[config.mk]
export PLATFORM = sky130hd
export DESIGN_NAME = remote_comm
export DESIGN_NICKNAME = d
export VERILOG_FILES = /design/src/rtl/knights_pkg.sv /design/src/rtl/remote_comm_uart.sv /design/src/rtl/remote_comm.sv
export SDC_FILE = /design/constraint.sdc
export NUM_CORES = 1
export LEC_CHECK = 0
export CAP_MARGIN = 20
export CORE_MARGIN = 2
export CORE_UTILIZATION = 30
export CTS_CLUSTER_DIAMETER = 30
export DETAILED_ROUTE_END_ITERATION = 10
export DONT_BUFFER_PORTS = 1
export PLACE_DENSITY = 0.51
export SYNTH_ARGS = -nofsm -noshare
export SYNTH_HDL_FRONTEND = slang
export SYNTH_SLANG_ARGS = --single-unit
[constraint.sdc]
create_clock -name clk -period 2.16 [get_ports clk]
set_input_delay 0.108 -clock clk [delete_from_list [all_inputs] [get_ports clk]]
set_output_delay 0.108 -clock clk [all_outputs]
set_load 0.01 [all_outputs]
[src/rtl/knights_pkg.sv]
// Shared constants for the Knight's Tour remote link: response codes, opcodes,
// headings, UART timing default and the command sequencer state type.
package knights_pkg;

    localparam int DEFAULT_BAUD_DIV = 434;

    localparam logic [7:0] RESP_DONE = 8'hA5;

    typedef enum logic [3:0] {
        CAL          = 4'h2,
        MOVE         = 4'h4,
        MOVE_FANFARE = 4'h5,
        TOUR         = 4'h6
    } opcode_t;

    localparam logic [7:0] NORTH = 8'h00;
    localparam logic [7:0] WEST  = 8'h3F;
    localparam logic [7:0] SOUTH = 8'h7F;
    localparam logic [7:0] EAST  = 8'hBF;

    typedef enum logic [2:0] {
        IDLE,
        SEND_HI,
        WAIT_HI,
        SEND_LO,
        WAIT_LO
    } cmd_state_t;

endpackage

[src/rtl/remote_comm_uart.sv]
// Full-duplex 8N1 UART: independent transmit and receive engines sharing only
// the clock and reset.
module uart #(
    parameter int BAUD_DIV = 434,
    parameter int HALF_DIV = BAUD_DIV / 2
) (
    input  logic       clk,
    input  logic       rst_n,
    input  logic       trmt,
    input  logic [7:0] tx_data,
    output logic       tx_done,
    output logic       tx,
    input  logic       rx,
    input  logic       clr_rx_rdy,
    output logic       rx_rdy,
    output logic [7:0] rx_data
);

    localparam logic [11:0] BAUD_LAST = 12'(BAUD_DIV - 1);
    localparam logic [11:0] HALF_LAST = 12'(HALF_DIV - 1);

    logic        tx_busy;
    logic [11:0] tx_baud;
    logic [3:0]  tx_bits;
    logic [8:0]  tx_shift;

    // tx_bits: 0 = start, 1..8 = data, 9 = stop; tx is registered so the
    // start bit shows the cycle after the load.
    always_ff @(posedge clk) begin
        if (!rst_n) begin
            tx_busy  <= 1'b0;
            tx       <= 1'b1;
            tx_done  <= 1'b0;
            tx_baud  <= '0;
            tx_bits  <= '0;
            tx_shift <= '1;
        end else begin
            tx_done <= 1'b0;
            if (trmt && !tx_busy) begin
                tx_busy  <= 1'b1;
                tx       <= 1'b0;
                tx_shift <= {1'b1, tx_data};
                tx_baud  <= '0;
                tx_bits  <= '0;
            end else if (tx_busy) begin
                if (tx_baud == BAUD_LAST) begin
                    tx_baud <= '0;
                    if (tx_bits == 4'd9) begin
                        tx_busy <= 1'b0;
                        tx_done <= 1'b1;
                        tx      <= 1'b1;
                    end else begin
                        tx_bits  <= tx_bits + 4'd1;
                        tx       <= tx_shift[0];
                        tx_shift <= {1'b1, tx_shift[8:1]};
                    end
                end else begin
                    tx_baud <= tx_baud + 12'd1;
                end
            end
        end
    end

    logic        rx_meta;
    logic        rx_sync;
    logic        rx_prev;
    logic        rx_busy;
    logic [11:0] rx_baud;
    logic [3:0]  rx_bits;
    logic [7:0]  rx_shift;
    logic        rx_sample;

    assign rx_sample = (rx_bits == 4'd0) ? (rx_baud == HALF_LAST) : (rx_baud == BAUD_LAST);

    // Setting rx_rdy is written after the clear so a completing byte wins
    // over a same-cycle clear request.
    always_ff @(posedge clk) begin
        if (!rst_n) begin
            rx_meta  <= 1'b1;
            rx_sync  <= 1'b1;
            rx_prev  <= 1'b1;
            rx_busy  <= 1'b0;
            rx_baud  <= '0;
            rx_bits  <= '0;
            rx_shift <= '0;
            rx_data  <= '0;
            rx_rdy   <= 1'b0;
        end else begin
            rx_meta <= rx;
            rx_sync <= rx_meta;
            rx_prev <= rx_sync;
            if (clr_rx_rdy) begin
                rx_rdy <= 1'b0;
            end
            if (!rx_busy) begin
                if (rx_prev && !rx_sync) begin
                    rx_busy <= 1'b1;
                    rx_baud <= '0;
                    rx_bits <= '0;
                    rx_rdy  <= 1'b0;
                end
            end else if (rx_sample) begin
                rx_baud <= '0;
                rx_bits <= rx_bits + 4'd1;
                if (rx_bits == 4'd9) begin
                    rx_busy <= 1'b0;
                    rx_data <= rx_shift;
                    rx_rdy  <= 1'b1;
                end else if (rx_bits != 4'd0) begin
                    rx_shift <= {rx_sync, rx_shift[7:1]};
                end
            end else begin
                rx_baud <= rx_baud + 12'd1;
            end
        end
    end

endmodule

[src/rtl/remote_comm.sv]
// Remote command sender: sends a 16-bit command as two UART bytes (high first)
// and reports single-byte responses from the robot.
module remote_comm
    import knights_pkg::*;
#(
    parameter int BAUD_DIV = DEFAULT_BAUD_DIV,
    parameter int HALF_DIV = BAUD_DIV / 2
) (
    input  logic        clk,
    input  logic        rst_n,
    input  logic        RX,
    output logic        TX,
    input  logic [15:0] cmd,
    input  logic        send_cmd,
    output logic        cmd_sent,
    output logic        resp_rdy,
    output logic [7:0]  resp
);

    cmd_state_t  state;
    cmd_state_t  next_state;
    logic [15:0] cmd_hold;
    logic        accept;
    logic        trmt;
    logic [7:0]  tx_data;
    logic        tx_done;

    always_ff @(posedge clk) begin
        if (!rst_n) begin
            state <= IDLE;
        end else begin
            state <= next_state;
        end
    end

    always_comb begin
        next_state = state;
        accept     = 1'b0;
        trmt       = 1'b0;
        tx_data    = cmd_hold[15:8];
        case (state)
            IDLE: begin
                if (send_cmd) begin
                    accept     = 1'b1;
                    next_state = SEND_HI;
                end
            end
            SEND_HI: begin
                trmt       = 1'b1;
                next_state = WAIT_HI;
            end
            WAIT_HI: begin
                if (tx_done) begin
                    next_state = SEND_LO;
                end
            end
            SEND_LO: begin
                trmt       = 1'b1;
                tx_data    = cmd_hold[7:0];
                next_state = WAIT_LO;
            end
            WAIT_LO: begin
                if (tx_done) begin
                    next_state = IDLE;
                end
            end
            default: next_state = IDLE;
        endcase
    end

    // The holding register frees cmd to change right after the strobe.
    always_ff @(posedge clk) begin
        if (!rst_n) begin
            cmd_hold <= '0;
            cmd_sent <= 1'b0;
        end else if (accept) begin
            cmd_hold <= cmd;
            cmd_sent <= 1'b0;
        end else if (state == WAIT_LO && tx_done) begin
            cmd_sent <= 1'b1;
        end
    end

    uart #(
        .BAUD_DIV (BAUD_DIV),
        .HALF_DIV (HALF_DIV)
    ) u_uart (
        .clk        (clk),
        .rst_n      (rst_n),
        .trmt       (trmt),
        .tx_data    (tx_data),
        .tx_done    (tx_done),
        .tx         (TX),
        .rx         (RX),
        .clr_rx_rdy (accept),
        .rx_rdy     (resp_rdy),
        .rx_data    (resp)
    );

endmodule

==> results of run 1 <==
-- metrics by stage --
step | instance area, um^2 | instances
after global placement | 3860 | 561
after global routing | 4390 | 597
after floorplan | 3660 | 425
after CTS | 4390 | 597
final | 4390 | 597
after detailed placement | 3860 | 561
-- cell families (layout without fill, tap and decap cells) --
group | after synthesis | in the layout | share of synthesized area [%]
fa+ha+maj | 8 | 8 | 2.73
compound gates | 77 | 77 | 13.8
simple gates | 187 | 187 | 24.9
flops | 84 | 84 | 45.9
mux | 20 | 20 | 5.50
buf+inv | 35 | 60 | 3.79
xor+xnor | 14 | 14 | 3.35
-- routing by layer --
| layer | GRT usage, % | wire length (um) | vias to the layer above |
|---|---|---|---|
| met5 | 0 | 0 | - |
| met4 | 7.48 | 173 | 0 |
| met3 | 2.75 | 212 | 13 |
| met2 | 20.2 | 3900 | 30 |
| met1 | 16.6 | 3880 | 1420 |
| li1 | - | - | 1530 |
-- registers in the layout, indices dropped and copies added, names as in the netlist --
name / flops
cmd_hold: 16
state: 3
u_uart.rx_prev: 1
u_uart.rx_shift: 8
cmd_sent: 1
u_uart.rx_meta: 1
u_uart.rx_data: 8
u_uart.rx_sync: 1
u_uart.tx_bits: 4
u_uart.rx_baud: 12
u_uart.tx_done: 1
u_uart.rx_rdy: 1
u_uart.tx_shift: 8
u_uart.rx_bits: 4
u_uart.tx_busy: 1
u_uart.tx: 1
u_uart.rx_busy: 1
u_uart.tx_baud: 12
-- layout by cell type, fill, tap and decap left out, drive strengths merged, types with 3 or more instances in the layout --
cell,instances
a21oi,26
xnor2,9
dlygate4sd3,20
or4,3
clkbuf,11
dfxtp,84
and3,8
nand2b,6
buf,13
nand3,17
o211ai,3
nor3,6
a41oi,3
inv,11
or3,4
a211oi,10
nand2,61
a32oi,8
o21ai,8
xor2,5
ha,8
nor2b,8
a31oi,11
nand4,4
mux2i,19
nand3b,5
nor2,49
and2,4
-- final timing paths --
check | to
max | u_uart.rx_bits[1]
min | u_uart.rx_baud[1]
max reg2reg | u_uart.rx_bits[1]
min reg2reg | u_uart.rx_sync
-- synth_stat cells (all sizes together), types with 9 or more instances --
cell type   n
xnor2       9
a211oi     10
inv        11
dfxtp      84
nand2      61
mux2i      19
a21oi      26
nand3      17
a31oi      11
nor2       49
clkbuf     17
-- cell type report --
cell class / count / area (um^2) / share of cell area (%)
clock inverters: 5 / 85.1 / 1.94
repair buffers: 33 / 310 / 7.07
inverters: 11 / 41.3 / 0.941
well taps: 147 / 184 / 4.19
multi-input cells: 306 / 1840 / 42.0
clock buffers: 11 / 243 / 5.53
flip-flops and latches: 84 / 1680 / 38.3
-- power breakdown --
part | switching, mW | internal, mW
Sequential | 0.0485 | 1.61
Clock | 0.615 | 1.05
Combinational | 0.156 | 0.111
Total | 0.820 | 2.77
==> report_table.html, run 1 <==
<table>
<tr><th>Metric</th><th>Value</th></tr>
<tr><th colspan="2">Placed design</th></tr>
<tr><td>Setup slack at placement</td><td>0.180 ns</td></tr>
<tr><td>Final weighted congestion of routability-driven global placement</td><td>0.800</td></tr>
<tr><td>IO Port Bufs</td><td>0</td></tr>
<tr><td>Post-detail-place hpwl</td><td>between 5000 and 6000 um</td></tr>
<tr><th colspan="2">Floorplan</th></tr>
<tr><td>Die span in y</td><td>about 110 um</td></tr>
<tr><td>Total Die Area</td><td>roughly 13000 um^2</td></tr>
<tr><td>Horizontal extent of the die</td><td>between 100 and 150 um</td></tr>
<tr><td>Number of core rows</td><td>40</td></tr>
<tr><td>Number of top-level pins</td><td>31</td></tr>
<tr><td>Area of the placeable core</td><td>roughly 12000 um^2</td></tr>
<tr><td>Effective utilization at floorplan</td><td>about 31%</td></tr>
<tr><th colspan="2">Worst setup path</th></tr>
<tr><td>R2r setup slk</td><td>0.15 ns</td></tr>
<tr><td>Path type of the worst setup path</td><td>flip-flop to flip-flop</td></tr>
<tr><td>Number of gates on the worst path with buffers counted</td><td>8</td></tr>
<tr><td>Slowest stage cell, crit path</td><td>sky130_fd_sc_hd__nor4_1</td></tr>
<tr><td>Combined buffer and inverter count along the critical path</td><td>2</td></tr>
<tr><td>WP data required</td><td>2.37 ns</td></tr>
<tr><td>Critical path capture point type</td><td>flip-flop</td></tr>
<tr><td>Beginning of the critical path</td><td>u_uart.rx_bits[0]</td></tr>
<tr><td>Type of origin of the critical path</td><td>flip-flop</td></tr>
<tr><td>Kind of cell adding the most delay to the critical path</td><td>simple AND/OR/NAND/NOR gates</td></tr>
<tr><td>Number of cells traversed by the worst register-to-register path</td><td>8</td></tr>
<tr><td>Max FO, Critical Path</td><td>10</td></tr>
<tr><td>Cells along the critical path</td><td>inv_1 &gt; ha_1 &gt; nor3b_1 &gt; nor4_1 &gt; o21ai_1 &gt; buf_4 &gt; a21oi_1 &gt; o32ai_1</td></tr>
<tr><td>Launching point of the worst reg2reg path</td><td>u_uart.rx_bits[0]</td></tr>
<tr><td>Delay of the slowest critical-path stage</td><td>0.44 ns</td></tr>
<tr><td>Data arrival, critical path</td><td>between 2 and 2.5 ns</td></tr>
<tr><th colspan="2">Power</th></tr>
<tr><td>Cell leakage power</td><td>roughly 1.7 nW</td></tr>
<tr><td>Total chip power</td><td>3.59 mW</td></tr>
<tr><td>Ratio of total power to cell area</td><td>818 nW/um^2</td></tr>
<tr><td>Peak supply drop</td><td>around 0.38 mV</td></tr>
<tr><th colspan="2">Logic synthesis</th></tr>
<tr><td>Library cells used by synthesis</td><td>between 40 and 50</td></tr>
<tr><td>Most instantiated flip-flop cell in the synthesis netlist</td><td>sky130_fd_sc_hd__dfxtp_1</td></tr>
<tr><td>Cell types with the largest area share after synthesis</td><td>sky130_fd_sc_hd__dfxtp_1, sky130_fd_sc_hd__nand2_1, sky130_fd_sc_hd__mux2i_1</td></tr>
<tr><td>Cell taking the most area after synthesis</td><td>sky130_fd_sc_hd__dfxtp_1</td></tr>
<tr><td>Yosys reg bits</td><td>84</td></tr>
<tr><td>Cell area after synthesis</td><td>approximately 3700 um^2</td></tr>
<tr><td>Number of enable-type register cells in the synthesized netlist</td><td>0</td></tr>
<tr><td>Area share of the largest cell type after synthesis</td><td>about 46%</td></tr>
<tr><td>Yosys Warn Count</td><td>0</td></tr>
<tr><td>Average cell area after synthesis</td><td>8.62 um^2</td></tr>
<tr><td>Portion of the post-synthesis area used by sequential elements</td><td>between 40 and 50%</td></tr>
<tr><td>Fraction of registers with async set or reset after synthesis</td><td>0%</td></tr>
<tr><td>Instance count of the mapped netlist</td><td>~430</td></tr>
<tr><td>Synthesized net count</td><td>approximately 450</td></tr>
<tr><th colspan="2">Timing</th></tr>
<tr><td>Total negative slack</td><td>0 ns</td></tr>
<tr><td>Crit path setup slack, layout</td><td>about 0.15 ns</td></tr>
<tr><td>Hold violation total from the final report</td><td>0</td></tr>
<tr><td>Setup repair after global routing missed its margin</td><td>false</td></tr>
<tr><td>Highest attainable clock frequency</td><td>between 400 and 500 MHz</td></tr>
<tr><td>Final number of setup-violating endpoints</td><td>0</td></tr>
<tr><td>Final worst hold slack</td><td>a little over 0.005 ns</td></tr>
<tr><td>Part of the cycle the worst path needs</td><td>a little over 90%</td></tr>
<tr><td>Post-layout minimum cycle time</td><td>~2.0 ns</td></tr>
<tr><td>Max-slew headroom at the worst pin</td><td>51.7%</td></tr>
<tr><td>Post-Route Skew</td><td>approximately 0.008 ns</td></tr>
<tr><td>Final max-slew violation count</td><td>0</td></tr>
<tr><td>Transition time of the tightest slew-check pin</td><td>approximately 0.72 ns</td></tr>
<tr><th colspan="2">GRT</th></tr>
<tr><td>Number of antenna violations at the first check in global routing</td><td>0</td></tr>
<tr><td>Wire length of the first global-routing pass</td><td>between 10000 and 15000 um</td></tr>
<tr><td>Maximum number of pins on one net before global-route repair</td><td>36</td></tr>
<tr><td>Vias in the first global route</td><td>between 2000 and 3000</td></tr>
<tr><td>Global-route total usage across every layer</td><td>approximately an eighth</td></tr>
<tr><td>Aggregate global routing overflow</td><td>0</td></tr>
<tr><th colspan="2">Route</th></tr>
<tr><td>Routed vias/inst</td><td>roughly 5</td></tr>
<tr><td>Number of violations reported at the end of detailed-routing iteration 0</td><td>between 100 and 150</td></tr>
<tr><td>Routed vias</td><td>about 3000</td></tr>
<tr><td># DRC</td><td>0</td></tr>
<tr><td>Remaining antenna violation count</td><td>0</td></tr>
<tr><td>Routed WL</td><td>just over 8000 um</td></tr>
<tr><td>Wire length per cell after detailed routing</td><td>13.7 um</td></tr>
<tr><td>Length of the first detailed-routing pass in iterations</td><td>4</td></tr>
<tr><th colspan="2">Clock tree</th></tr>
<tr><td>TritonCTS buffer count</td><td>9</td></tr>
<tr><td>Maximum clock path buffer count</td><td>2</td></tr>
<tr><td>TritonCTS clock tree</td><td>built</td></tr>
<tr><td>Resized cells post-CTS</td><td>0</td></tr>
<tr><td>Clock latency on the worst-skew pair</td><td>approximately 0.34 ns</td></tr>
<tr><td>Root Buffer</td><td>sky130_fd_sc_hd__clkbuf_16</td></tr>
<tr><td>Clock input transition at the sequential cells of the worst setup and hold paths</td><td>approximately 0.060 ns</td></tr>
<tr><td>Post-cts hold buffer count</td><td>20</td></tr>
<tr><td>Clock tree sinks</td><td>84</td></tr>
<tr><td>H-tree lvl count</td><td>3</td></tr>
<tr><td>Number of setup buffers added after CTS</td><td>0</td></tr>
<tr><th colspan="2">Final layout</th></tr>
<tr><td>Fraction of the core area covered by cells at the end of the flow</td><td>36.7%</td></tr>
<tr><td>Fraction of final layout cells sized beyond drive strength 1</td><td>~7.3%</td></tr>
<tr><td>Net count, final</td><td>473</td></tr>
<tr><td>Filler cells</td><td>1192</td></tr>
<tr><td>Relative area change from synthesis to final layout</td><td>19.8%</td></tr>
<tr><td>Number of antenna repair diodes</td><td>0</td></tr>
<tr><th colspan="2">Min path</th></tr>
<tr><td>Worst min path class</td><td>input port to flip-flop</td></tr>
<tr><td>Number of cells on the worst hold path</td><td>2</td></tr>
<tr><td>Hold_sp</td><td>rst_n</td></tr>
<tr><th colspan="2">Run</th></tr>
<tr><td>Max-capacitance violation count</td><td>0</td></tr>
<tr><th colspan="2">Run status</th></tr>
<tr><td>Outcome</td><td>completed</td></tr>
</table>
No activity file was read; power rests on OpenSTA's default activity.
==> run 2: changes to the inputs <==
--- a/config.mk
+++ b/config.mk
@@ -5,6 +5,7 @@
 export SDC_FILE = /design/constraint.sdc
 export NUM_CORES = 1
 export LEC_CHECK = 0
+export ABC_AREA = 1
 export CAP_MARGIN = 20
 export CORE_MARGIN = 2
 export CORE_UTILIZATION = 30
==> run 2 against run 1 <==
  * Synthesized cell count is 34% higher
  * Sequential cell count stayed put
  * Via count is 20% higher
  * First-iteration DRC count is 76% higher
  * Area after synthesis is 8.6% higher
  * Cell count is 28% higher
  * Core utilization is 0.85 points lower
  * Non-clock buffer count is 7 lower
  * Clock power hardly changed
  * Setup slack better by 0.094 ns
  * Routed wire length is 11% higher
  * Critical path type unchanged
  * Critical endpoint is now u_uart.tx_shift[0]
==> report_table.html, run 2 <==
<table>
<tr><th>Metric</th><th>Value</th></tr>
<tr><th colspan="2">Run status</th></tr>
<tr><td>Outcome</td><td>completed</td></tr>
<tr><th colspan="2">Clock tree</th></tr>
<tr><td>Maximum clock path buffer count</td><td>2 (unchanged)</td></tr>
<tr><td>Number of setup buffers added after CTS</td><td>0 (unchanged)</td></tr>
<tr><td>Clock input transition at the sequential cells of the worst setup and hold paths</td><td>0.06 ns (about the same)</td></tr>
<tr><td>Clock tree sinks</td><td>84 (unchanged)</td></tr>
<tr><td>H-tree lvl count</td><td>3 (unchanged)</td></tr>
<tr><td>TritonCTS buffer count</td><td>9 (unchanged)</td></tr>
<tr><td>Root Buffer</td><td>sky130_fd_sc_hd__clkbuf_16</td></tr>
<tr><td>Clock latency on the worst-skew pair</td><td>0.34 ns (about the same)</td></tr>
<tr><td>TritonCTS clock tree</td><td>built</td></tr>
<tr><th colspan="2">Floorplan</th></tr>
<tr><td>Number of core rows</td><td>42 (+5.0%)</td></tr>
<tr><td>Number of top-level pins</td><td>31 (unchanged)</td></tr>
<tr><td>Horizontal extent of the die</td><td>119 um (+4.1%)</td></tr>
<tr><td>Die span in y</td><td>119 um (+4.1%)</td></tr>
<tr><td>Effective utilization at floorplan</td><td>30.4% (-0.23 points)</td></tr>
<tr><td>Total Die Area</td><td>14200 um^2 (+8.3%)</td></tr>
<tr><td>Area of the placeable core</td><td>13100 um^2 (+9.4%)</td></tr>
<tr><th colspan="2">Power</th></tr>
<tr><td>Ratio of total power to cell area</td><td>790 nW/um^2 (-3.5%)</td></tr>
<tr><td>Peak supply drop</td><td>0.409 mV (+8.7%)</td></tr>
<tr><td>Gate power share</td><td>9.4% (+1.9 points)</td></tr>
<tr><td>Cell-internal power</td><td>2.82 mW (+1.7%)</td></tr>
<tr><td>Cell leakage power</td><td>1.82 nW (+10%)</td></tr>
<tr><td>NetSw</td><td>0.884 mW (+7.9%)</td></tr>
<tr><td>Total chip power</td><td>3.70 mW (+3.1%)</td></tr>
<tr><td>Sequential cell fraction of total power</td><td>44.8% (-1.4 points)</td></tr>
<tr><td>Relative contribution of the clock network to total power</td><td>45.8% (-0.5 points)</td></tr>
<tr><td>Sw frac</td><td>23.9% (+1.1 points)</td></tr>
<tr><th colspan="2">GRT</th></tr>
<tr><td>Wire length of the first global-routing pass</td><td>15400 um (+15%)</td></tr>
<tr><td>Vias in the first global route</td><td>3284 (+17%)</td></tr>
<tr><td>Number of antenna violations at the first check in global routing</td><td>0 (unchanged)</td></tr>
<tr><td>Aggregate global routing overflow</td><td>0 (unchanged)</td></tr>
<tr><td>Maximum number of pins on one net before global-route repair</td><td>42 (+17%)</td></tr>
<tr><td>Global-route total usage across every layer</td><td>13.4% (+0.42 points)</td></tr>
<tr><th colspan="2">Placed design</th></tr>
<tr><td>Placed cell count</td><td>734 (+31%)</td></tr>
<tr><td>IO Port Bufs</td><td>0 (unchanged)</td></tr>
<tr><td>Final weighted congestion of routability-driven global placement</td><td>0.864 (+8.1%)</td></tr>
<tr><td>Post-detail-place hpwl</td><td>6280 um (+15%)</td></tr>
<tr><th colspan="2">Timing</th></tr>
<tr><td>Max-slew headroom at the worst pin</td><td>67.5% (+16 points)</td></tr>
<tr><td>Total negative slack</td><td>0 ns (unchanged)</td></tr>
<tr><td>Final number of setup-violating endpoints</td><td>0 (unchanged)</td></tr>
<tr><td>Hold violation total from the final report</td><td>0 (unchanged)</td></tr>
<tr><td>Final max-slew violation count</td><td>0 (unchanged)</td></tr>
<tr><td>Part of the cycle the worst path needs</td><td>88.8% (-4.4 points)</td></tr>
<tr><td>Transition time of the tightest slew-check pin</td><td>0.484 ns (-0.238 ns)</td></tr>
<tr><td>Highest attainable clock frequency</td><td>521 MHz (+4.9%)</td></tr>
<tr><td>Post-layout minimum cycle time</td><td>1.92 ns (-0.0942 ns)</td></tr>
<tr><td>Post-Route Skew</td><td>0.00958 ns (+0.00153 ns)</td></tr>
<tr><td>Setup repair after global routing missed its margin</td><td>false</td></tr>
<tr><th colspan="2">Route</th></tr>
<tr><td>Wire length per cell after detailed routing</td><td>11.9 um (-13%)</td></tr>
<tr><td># DRC</td><td>0 (unchanged)</td></tr>
<tr><td>Number of violations reported at the end of detailed-routing iteration 0</td><td>241 (+76%)</td></tr>
<tr><td>Remaining antenna violation count</td><td>0 (unchanged)</td></tr>
<tr><td>Routed WL</td><td>9100 um (+11%)</td></tr>
<tr><td>Length of the first detailed-routing pass in iterations</td><td>6 (+2)</td></tr>
<tr><td>Routed vias</td><td>3594 (+20%)</td></tr>
<tr><td>Routed vias/inst</td><td>4.69 (-6.5%)</td></tr>
<tr><th colspan="2">Worst setup path</th></tr>
<tr><td>WP data required</td><td>2.44 ns (+0.07 ns)</td></tr>
<tr><td>Path type of the worst setup path</td><td>flip-flop to flip-flop</td></tr>
<tr><td>Delay of the slowest critical-path stage</td><td>0.42 ns (-0.02 ns)</td></tr>
<tr><td>Max FO, Critical Path</td><td>11 (+1)</td></tr>
<tr><td>Combined buffer and inverter count along the critical path</td><td>0 (-2)</td></tr>
<tr><td>Type of origin of the critical path</td><td>flip-flop</td></tr>
<tr><td>Critical path capture point type</td><td>flip-flop</td></tr>
<tr><td>Kind of cell adding the most delay to the critical path</td><td>simple AND/OR/NAND/NOR gates</td></tr>
<tr><td>Cell repeated most along the worst path</td><td>sky130_fd_sc_hd__nand2_1</td></tr>
<tr><td>Slowest stage cell, crit path</td><td>sky130_fd_sc_hd__nand3_1</td></tr>
<tr><td>Cells along the critical path</td><td>ha_1 &gt; nand2_1 &gt; nor3_1 &gt; nand3_1 &gt; nand2_1 &gt; nand2_1 &gt; nand3_1</td></tr>
<tr><td>Data arrival, critical path</td><td>2.20 ns (-0.03 ns)</td></tr>
<tr><th colspan="2">Logic synthesis</th></tr>
<tr><td>Portion of the post-synthesis area used by sequential elements</td><td>42.3% (-3.6 points)</td></tr>
<tr><td>Number of enable-type register cells in the synthesized netlist</td><td>0 (unchanged)</td></tr>
<tr><td>Instance count of the mapped netlist</td><td>568 (+34%)</td></tr>
<tr><td>Most used standard cell by instance count after synthesis</td><td>sky130_fd_sc_hd__nand2_1</td></tr>
<tr><td>Yosys reg bits</td><td>84 (unchanged)</td></tr>
<tr><td>Leading post-synthesis cells by instance count</td><td>sky130_fd_sc_hd__nand2_1, sky130_fd_sc_hd__dfxtp_1, sky130_fd_sc_hd__nor2_1</td></tr>
<tr><td>Cell area after synthesis</td><td>3980 um^2 (+8.6%)</td></tr>
<tr><td>Most instantiated flip-flop cell in the synthesis netlist</td><td>sky130_fd_sc_hd__dfxtp_1</td></tr>
<tr><td>Synthesized net count</td><td>596 (+32%)</td></tr>
<tr><td>Average cell area after synthesis</td><td>7.00 um^2 (-19%)</td></tr>
<tr><td>Cell types with the largest area share after synthesis</td><td>sky130_fd_sc_hd__dfxtp_1, sky130_fd_sc_hd__nand2_1, sky130_fd_sc_hd__a21oi_1</td></tr>
<tr><td>Cell taking the most area after synthesis</td><td>sky130_fd_sc_hd__dfxtp_1</td></tr>
<tr><td>Area share of the largest cell type after synthesis</td><td>42.3% (-3.6 points)</td></tr>
<tr><td>Library cells used by synthesis</td><td>32 (-35%)</td></tr>
<tr><td>Yosys Warn Count</td><td>0 (unchanged)</td></tr>
<tr><td>Fraction of registers with async set or reset after synthesis</td><td>0% (unchanged)</td></tr>
<tr><th colspan="2">Final layout</th></tr>
<tr><td>Registers with the most flip-flops</td><td>cmd_hold (16), u_uart.rx_baud (12), u_uart.tx_baud (12)</td></tr>
<tr><td>Filler cells</td><td>1389 (+17%)</td></tr>
<tr><td>Most common library cell in the layout ignoring fill and taps</td><td>sky130_fd_sc_hd__nand2_1</td></tr>
<tr><td>Number of antenna repair diodes</td><td>0 (unchanged)</td></tr>
<tr><td>Fraction of final layout cells sized beyond drive strength 1</td><td>7.28% (-0.058 points)</td></tr>
<tr><td>Register with the most flip-flops</td><td>cmd_hold</td></tr>
<tr><td>Flip-flop count of the largest register, all copies and words added</td><td>16 (unchanged)</td></tr>
<tr><td>Net count, final</td><td>615 (+30%)</td></tr>
<tr><td>Relative area change from synthesis to final layout</td><td>17.9%</td></tr>
<tr><td>Most used cells in the layout excluding fill and tap cells</td><td>sky130_fd_sc_hd__nand2_1, sky130_fd_sc_hd__dfxtp_1, sky130_fd_sc_hd__nor2_1, sky130_fd_sc_hd__inv_1, sky130_fd_sc_hd__a21oi_1</td></tr>
<tr><td>Final Instance Count excl. Fillers</td><td>767 (+28%)</td></tr>
<tr><th colspan="2">Min path</th></tr>
<tr><td>Worst min path class</td><td>input port to flip-flop</td></tr>
<tr><th colspan="2">Run</th></tr>
<tr><td>Max-capacitance violation count</td><td>0 (unchanged)</td></tr>
</table>
==> run 2: cell type report <==
cell class	instances	area [um^2]	share of cell area, %
Inverter	65	244	5.21
Clock inverter	4	72.6	1.55
Sequential cell	84	1680	35.9
Multi-Input combinational cell	401	1970	41.9
Tap cell	176	220	4.70
Clock buffer	11	253	5.39
Timing Repair Buffer	26	250	5.34
==> run 2: routing by layer <==
layer / global-route usage, % / up-vias / routed length [um]
met5: 0 / - / 0
met4: 5.65 / 0 / 133
met3: 3.74 / 8 / 428
met2: 20.9 / 70 / 4100
met1: 17.4 / 1629 / 4440
li1: - / 1887 / -
==> run 2: worst reg2reg max path: stages (launching register included) <==
cell and delay (ns):
sky130_fd_sc_hd__dfxtp_1 0.38, sky130_fd_sc_hd__ha_1 0.20, sky130_fd_sc_hd__nand2_1 0.06, sky130_fd_sc_hd__nor3_1 0.30
sky130_fd_sc_hd__nand3_1 0.42, sky130_fd_sc_hd__nand2_1 0.34, sky130_fd_sc_hd__nand2_1 0.09, sky130_fd_sc_hd__nand3_1 0.07
==> run 2: logic make-up (layout without fill, tap and decap cells) <==
family                   Yosys count  after routing  share of synthesized area [%]
flip-flops                        84             84                           42.3
XOR/XNOR                           8              8                           1.76
adder cells (fa/ha/maj)            8              8                           2.52
AND/OR/NAND/NOR                  305            305                           34.6
buffers and inverters             83            106                           8.28
AO/OA/AOI/OAI                     80             80                           10.6
==> run 2: what timing repair did <==
item,in CTS,in global routing
hold endpoints to repair,51,0
resized for setup,0,0
hold buffers,18,0
==> run 2: per-stage QoR <==
stage | hold slack, ns | worst slack (ns) | cell area (um^2) | utilization (%)
6_report | 0.0240 | 0.242 | 4690 | 35.8
5_1_grt | 0.0315 | 0.00373 | 4690 | 35.8
4_1_cts | 0.00885 | 0.231 | 4690 | 35.8
3_5_place_dp | 0.195 | 0.275 | 4170 | 31.9
3_3_place_gp | 0.190 | 0.263 | 4170 | 31.9
2_1_floorplan | 0.215 | 0.668 | 3980 | -
==> run 2: power groups by stage <==
stage,Combinational [mW],Sequential (mW),Clock (mW)
global placement,0.306,1.69,0
floorplan,0.251,1.68,0
finish,0.348,1.66,1.69
global route,0.404,1.67,1.81
CTS,0.352,1.66,1.75
detailed placement,0.309,1.69,0
==> run 2: worst paths after layout <==
path / start / end / slack [ns] / cells past startpoint
max reg2reg: u_uart.tx_baud[0] / u_uart.tx_shift[0] / 0.24 / 7
min reg2reg: u_uart.rx_meta / u_uart.rx_sync / 0.41 / 1
max: u_uart.tx_baud[0] / u_uart.tx_shift[0] / 0.24 / 7
min: rst_n / u_uart.rx_bits[2] / 0.02 / 2
==> run 3: changes to the inputs <==
--- a/config.mk
+++ b/config.mk
@@ -13,6 +13,7 @@
 export DETAILED_ROUTE_END_ITERATION = 10
 export DONT_BUFFER_PORTS = 1
 export PLACE_DENSITY = 0.51
+export SETUP_SLACK_MARGIN = 0.3
 export SYNTH_ARGS = -nofsm -noshare
 export SYNTH_HDL_FRONTEND = slang
 export SYNTH_SLANG_ARGS = --single-unit
==> run 3 against run 2 <==
  * Critical path depth rose by 2
  * Die area did not move
  * Highest routed layer unchanged
  * Maximum frequency rose by 13%
  * Sequential cell count did not move
  * Design area rose by 0.80%
  * Sequential power barely moved
  * Sequential share of layout area fell by 0.29 points
  * Cell count rose by 0.13%
==> report_table.html, run 3 (synthesized netlist as in run 2, its figures left out) <==
<table>
<tr><th>Metric</th><th>Value</th></tr>
<tr><th colspan="2">Timing</th></tr>
<tr><td>Transition time of the tightest slew-check pin</td><td>0.563 ns (+0.0789 ns)</td></tr>
<tr><td>Total negative slack</td><td>0 ns (unchanged)</td></tr>
<tr><td>Post-Route Skew</td><td>0.00893 ns (-0.000648 ns)</td></tr>
<tr><td>Max-slew headroom at the worst pin</td><td>62.2% (-5.3 points)</td></tr>
<tr><td>Post-layout minimum cycle time</td><td>1.70 ns (-0.219 ns)</td></tr>
<tr><td>Final worst hold slack</td><td>0.0238 ns (-0.000249 ns)</td></tr>
<tr><td>Highest attainable clock frequency</td><td>588 MHz (+13%)</td></tr>
<tr><td>Setup repair after global routing missed its margin</td><td>false</td></tr>
<tr><td>Final max-slew violation count</td><td>0 (unchanged)</td></tr>
<tr><td>Final number of setup-violating endpoints</td><td>0 (unchanged)</td></tr>
<tr><td>Hold violation total from the final report</td><td>0 (unchanged)</td></tr>
<tr><td>Part of the cycle the worst path needs</td><td>78.7% (-10 points)</td></tr>
<tr><th colspan="2">Worst setup path</th></tr>
<tr><td>Critical path capture point type</td><td>flip-flop</td></tr>
<tr><td>Cells along the critical path</td><td>buf_4 &gt; nand2_1 &gt; nor2_1 &gt; nand2_1 &gt; nor2_1 &gt; nand2_1 &gt; nor2_1 &gt; xor2_1 &gt; nor2_1</td></tr>
<tr><td>Cell repeated most along the worst path</td><td>sky130_fd_sc_hd__nor2_1</td></tr>
<tr><td>Data arrival, critical path</td><td>1.93 ns (-0.27 ns)</td></tr>
<tr><td>Number of gates on the worst path with buffers counted</td><td>9 (+2)</td></tr>
<tr><td>WP data required</td><td>2.39 ns (-0.05 ns)</td></tr>
<tr><td>Max FO, Critical Path</td><td>9 (-2)</td></tr>
<tr><td>Number of cells traversed by the worst register-to-register path</td><td>9 (+2)</td></tr>
<tr><td>Type of origin of the critical path</td><td>flip-flop</td></tr>
<tr><td>Kind of cell adding the most delay to the critical path</td><td>simple AND/OR/NAND/NOR gates</td></tr>
<tr><td>Path type of the worst setup path</td><td>flip-flop to flip-flop</td></tr>
<tr><td>Delay of the slowest critical-path stage</td><td>0.42 ns (about the same)</td></tr>
<tr><td>Slowest stage cell, crit path</td><td>sky130_fd_sc_hd__dfxtp_1</td></tr>
<tr><td>Combined buffer and inverter count along the critical path</td><td>1 (+1)</td></tr>
<tr><th colspan="2">Route</th></tr>
<tr><td>Wire length per cell after detailed routing</td><td>11.9 um (+0.39%)</td></tr>
<tr><td># DRC</td><td>0 (unchanged)</td></tr>
<tr><td>Length of the first detailed-routing pass in iterations</td><td>4 (-2)</td></tr>
<tr><td>Routed vias</td><td>3601 (+0.19%)</td></tr>
<tr><td>Number of violations reported at the end of detailed-routing iteration 0</td><td>220 (-8.7%)</td></tr>
<tr><td>Routed vias/inst</td><td>4.69 (about the same)</td></tr>
<tr><td>Remaining antenna violation count</td><td>0 (unchanged)</td></tr>
<tr><td>Routed WL</td><td>9150 um (+0.52%)</td></tr>
<tr><th colspan="2">Final layout</th></tr>
<tr><td>Fraction of final layout cells sized beyond drive strength 1</td><td>8.11% (+0.83 points)</td></tr>
<tr><td>Registers with the most flip-flops</td><td>cmd_hold (16), u_uart.rx_baud (12), u_uart.tx_baud (12)</td></tr>
<tr><td>Most common library cell in the layout ignoring fill and taps</td><td>sky130_fd_sc_hd__nand2_1</td></tr>
<tr><td>Net count, final</td><td>616 (+0.16%)</td></tr>
<tr><td>Most used cells in the layout excluding fill and tap cells</td><td>sky130_fd_sc_hd__nand2_1, sky130_fd_sc_hd__dfxtp_1, sky130_fd_sc_hd__nor2_1, sky130_fd_sc_hd__inv_1, sky130_fd_sc_hd__a21oi_1</td></tr>
<tr><td>Filler cells</td><td>1384 (-0.36%)</td></tr>
<tr><td>Number of antenna repair diodes</td><td>0 (unchanged)</td></tr>
<tr><td>Register with the most flip-flops</td><td>cmd_hold</td></tr>
<tr><td>Area of the multi-input gates</td><td>1980 um^2 (+0.89%)</td></tr>
<tr><td>Flip-flop count of the largest register, all copies and words added</td><td>16 (unchanged)</td></tr>
<tr><td>Area of all sequential standard cells</td><td>1680 um^2 (unchanged)</td></tr>
<tr><td>Relative area change from synthesis to final layout</td><td>18.8%</td></tr>
<tr><th colspan="2">GRT</th></tr>
<tr><td>Number of antenna violations at the first check in global routing</td><td>0 (unchanged)</td></tr>
<tr><td>Aggregate global routing overflow</td><td>0 (unchanged)</td></tr>
<tr><td>Wire length of the first global-routing pass</td><td>15400 um (+0.14%)</td></tr>
<tr><td>Global routing met3 resource utilization</td><td>3.74% (unchanged)</td></tr>
<tr><td>Routing usage on met1</td><td>17.4% (-0.030 points)</td></tr>
<tr><td>Global-route total usage across every layer</td><td>13.4% (about the same)</td></tr>
<tr><td>Global-route layer with the greatest usage</td><td>met2</td></tr>
<tr><td>Maximum number of pins on one net before global-route repair</td><td>42 (unchanged)</td></tr>
<tr><td>Met2 track demand over resource in global routing</td><td>20.9% (+0.072 points)</td></tr>
<tr><td>Vias in the first global route</td><td>3293 (+0.27%)</td></tr>
<tr><th colspan="2">Clock tree</th></tr>
<tr><td>Clock input transition at the sequential cells of the worst setup and hold paths</td><td>0.06 ns (about the same)</td></tr>
<tr><td>Maximum clock path buffer count</td><td>2 (unchanged)</td></tr>
<tr><td>Clock latency on the worst-skew pair</td><td>0.34 ns (about the same)</td></tr>
<tr><td>TritonCTS buffer count</td><td>9 (unchanged)</td></tr>
<tr><td>H-tree lvl count</td><td>3 (unchanged)</td></tr>
<tr><td>Clock tree sinks</td><td>84 (unchanged)</td></tr>
<tr><td>Root Buffer</td><td>sky130_fd_sc_hd__clkbuf_16</td></tr>
<tr><td>TritonCTS clock tree</td><td>built</td></tr>
<tr><th colspan="2">Placed design</th></tr>
<tr><td>Post-detail-place hpwl</td><td>6280 um (unchanged)</td></tr>
<tr><td>Final weighted congestion of routability-driven global placement</td><td>0.864 (unchanged)</td></tr>
<tr><td>IO Port Bufs</td><td>0 (unchanged)</td></tr>
<tr><th colspan="2">Floorplan</th></tr>
<tr><td>Area of the placeable core</td><td>13100 um^2 (unchanged)</td></tr>
<tr><td>Number of core rows</td><td>42 (unchanged)</td></tr>
<tr><td>Total Die Area</td><td>14200 um^2 (unchanged)</td></tr>
<tr><td>Horizontal extent of the die</td><td>119 um (unchanged)</td></tr>
<tr><td>Die span in y</td><td>119 um (unchanged)</td></tr>
<tr><td>Number of top-level pins</td><td>31 (unchanged)</td></tr>
<tr><td>Effective utilization at floorplan</td><td>30.4% (unchanged)</td></tr>
<tr><th colspan="2">Power</th></tr>
<tr><td>Cell leakage power</td><td>1.83 nW (+0.61%)</td></tr>
<tr><td>Ratio of total power to cell area</td><td>784 nW/um^2 (-0.78%)</td></tr>
<tr><td>Peak supply drop</td><td>0.408 mV (about the same)</td></tr>
<tr><th colspan="2">Min path</th></tr>
<tr><td>Worst min path class</td><td>input port to flip-flop</td></tr>
<tr><td>Number of cells on the worst hold path</td><td>2 (unchanged)</td></tr>
<tr><th colspan="2">Run</th></tr>
<tr><td>Max-capacitance violation count</td><td>0 (unchanged)</td></tr>
<tr><th colspan="2">Run status</th></tr>
<tr><td>Outcome</td><td>completed</td></tr>
</table>
-- run 3: changes by cell type in the layout (fill, tap and decap cells not counted) --
cell,previous run,this run
sky130_fd_sc_hd__buf_12,1,2
sky130_fd_sc_hd__nand2_1,143,142
sky130_fd_sc_hd__nand2_2,4,5
sky130_fd_sc_hd__nand3_1,47,46
sky130_fd_sc_hd__nand3_2,0,1
sky130_fd_sc_hd__nor3_1,14,12
sky130_fd_sc_hd__nor3_2,1,3
-- run 3: worst register-to-register path: stages, from the launching register on --
cell and delay, ns:
sky130_fd_sc_hd__dfxtp_1 0.42, sky130_fd_sc_hd__buf_4 0.20, sky130_fd_sc_hd__nand2_1 0.07, sky130_fd_sc_hd__nor2_1 0.20, sky130_fd_sc_hd__nand2_1 0.09, sky130_fd_sc_hd__nor2_1 0.17
sky130_fd_sc_hd__nand2_1 0.12, sky130_fd_sc_hd__nor2_1 0.13, sky130_fd_sc_hd__xor2_1 0.15, sky130_fd_sc_hd__nor2_1 0.05
-- run 3: final timing paths --
path,start,end,slack [ns]
max,u_uart.tx_busy,u_uart.tx_baud[9],0.46
min,rst_n,u_uart.rx_bits[2],0.02
max reg2reg,u_uart.tx_busy,u_uart.tx_baud[9],0.46
min reg2reg,u_uart.rx_meta,u_uart.rx_sync,0.41
-- run 3: metrics by stage --
step | std cells | area (um^2) | util, % | total power, mW | setup slack [ns]
3_3_place_gp | 734 | 4170 | 31.9 | 2.00 | 0.263
6_report | 768 | 4720 | 36.1 | 3.70 | 0.461
3_5_place_dp | 734 | 4170 | 31.9 | 2.00 | 0.275
5_1_grt | 768 | 4720 | 36.1 | 3.89 | 0.304
2_1_floorplan | 568 | 3980 | - | 1.93 | 0.668
4_1_cts | 767 | 4690 | 35.9 | 3.76 | 0.402
-- run 3: cell type report --
cell class | count | share of cell area, %
timing repair buffer | 27 | 5.72
clock inverter | 4 | 1.54
tap | 176 | 4.66
clock buffer | 11 | 5.35
multi-input combinational | 401 | 42.0
sequential | 84 | 35.6
inverter | 65 | 5.16
-- run 3: what timing repair did --
item,4_1_cts,5_1_grt
setup endpoints to repair,7,17
endpoints found under the hold margin,51,0
gates resized for setup,1,3
hold buffers,18,0
buffers inserted,0,1
pin swaps,0,1
-- run 3: per-layer routing --
layer	wire [um]	share of wire (%)
met1	4360	48
met2	4130	45
met3	519	5.7
met4	133	1.5
met5	0	0
-- run 3: where the power goes --
group	switching, mW	internal, mW
Sequential	0.0415	1.62
Combinational	0.219	0.132
Clock	0.624	1.07
Total	0.884	2.82
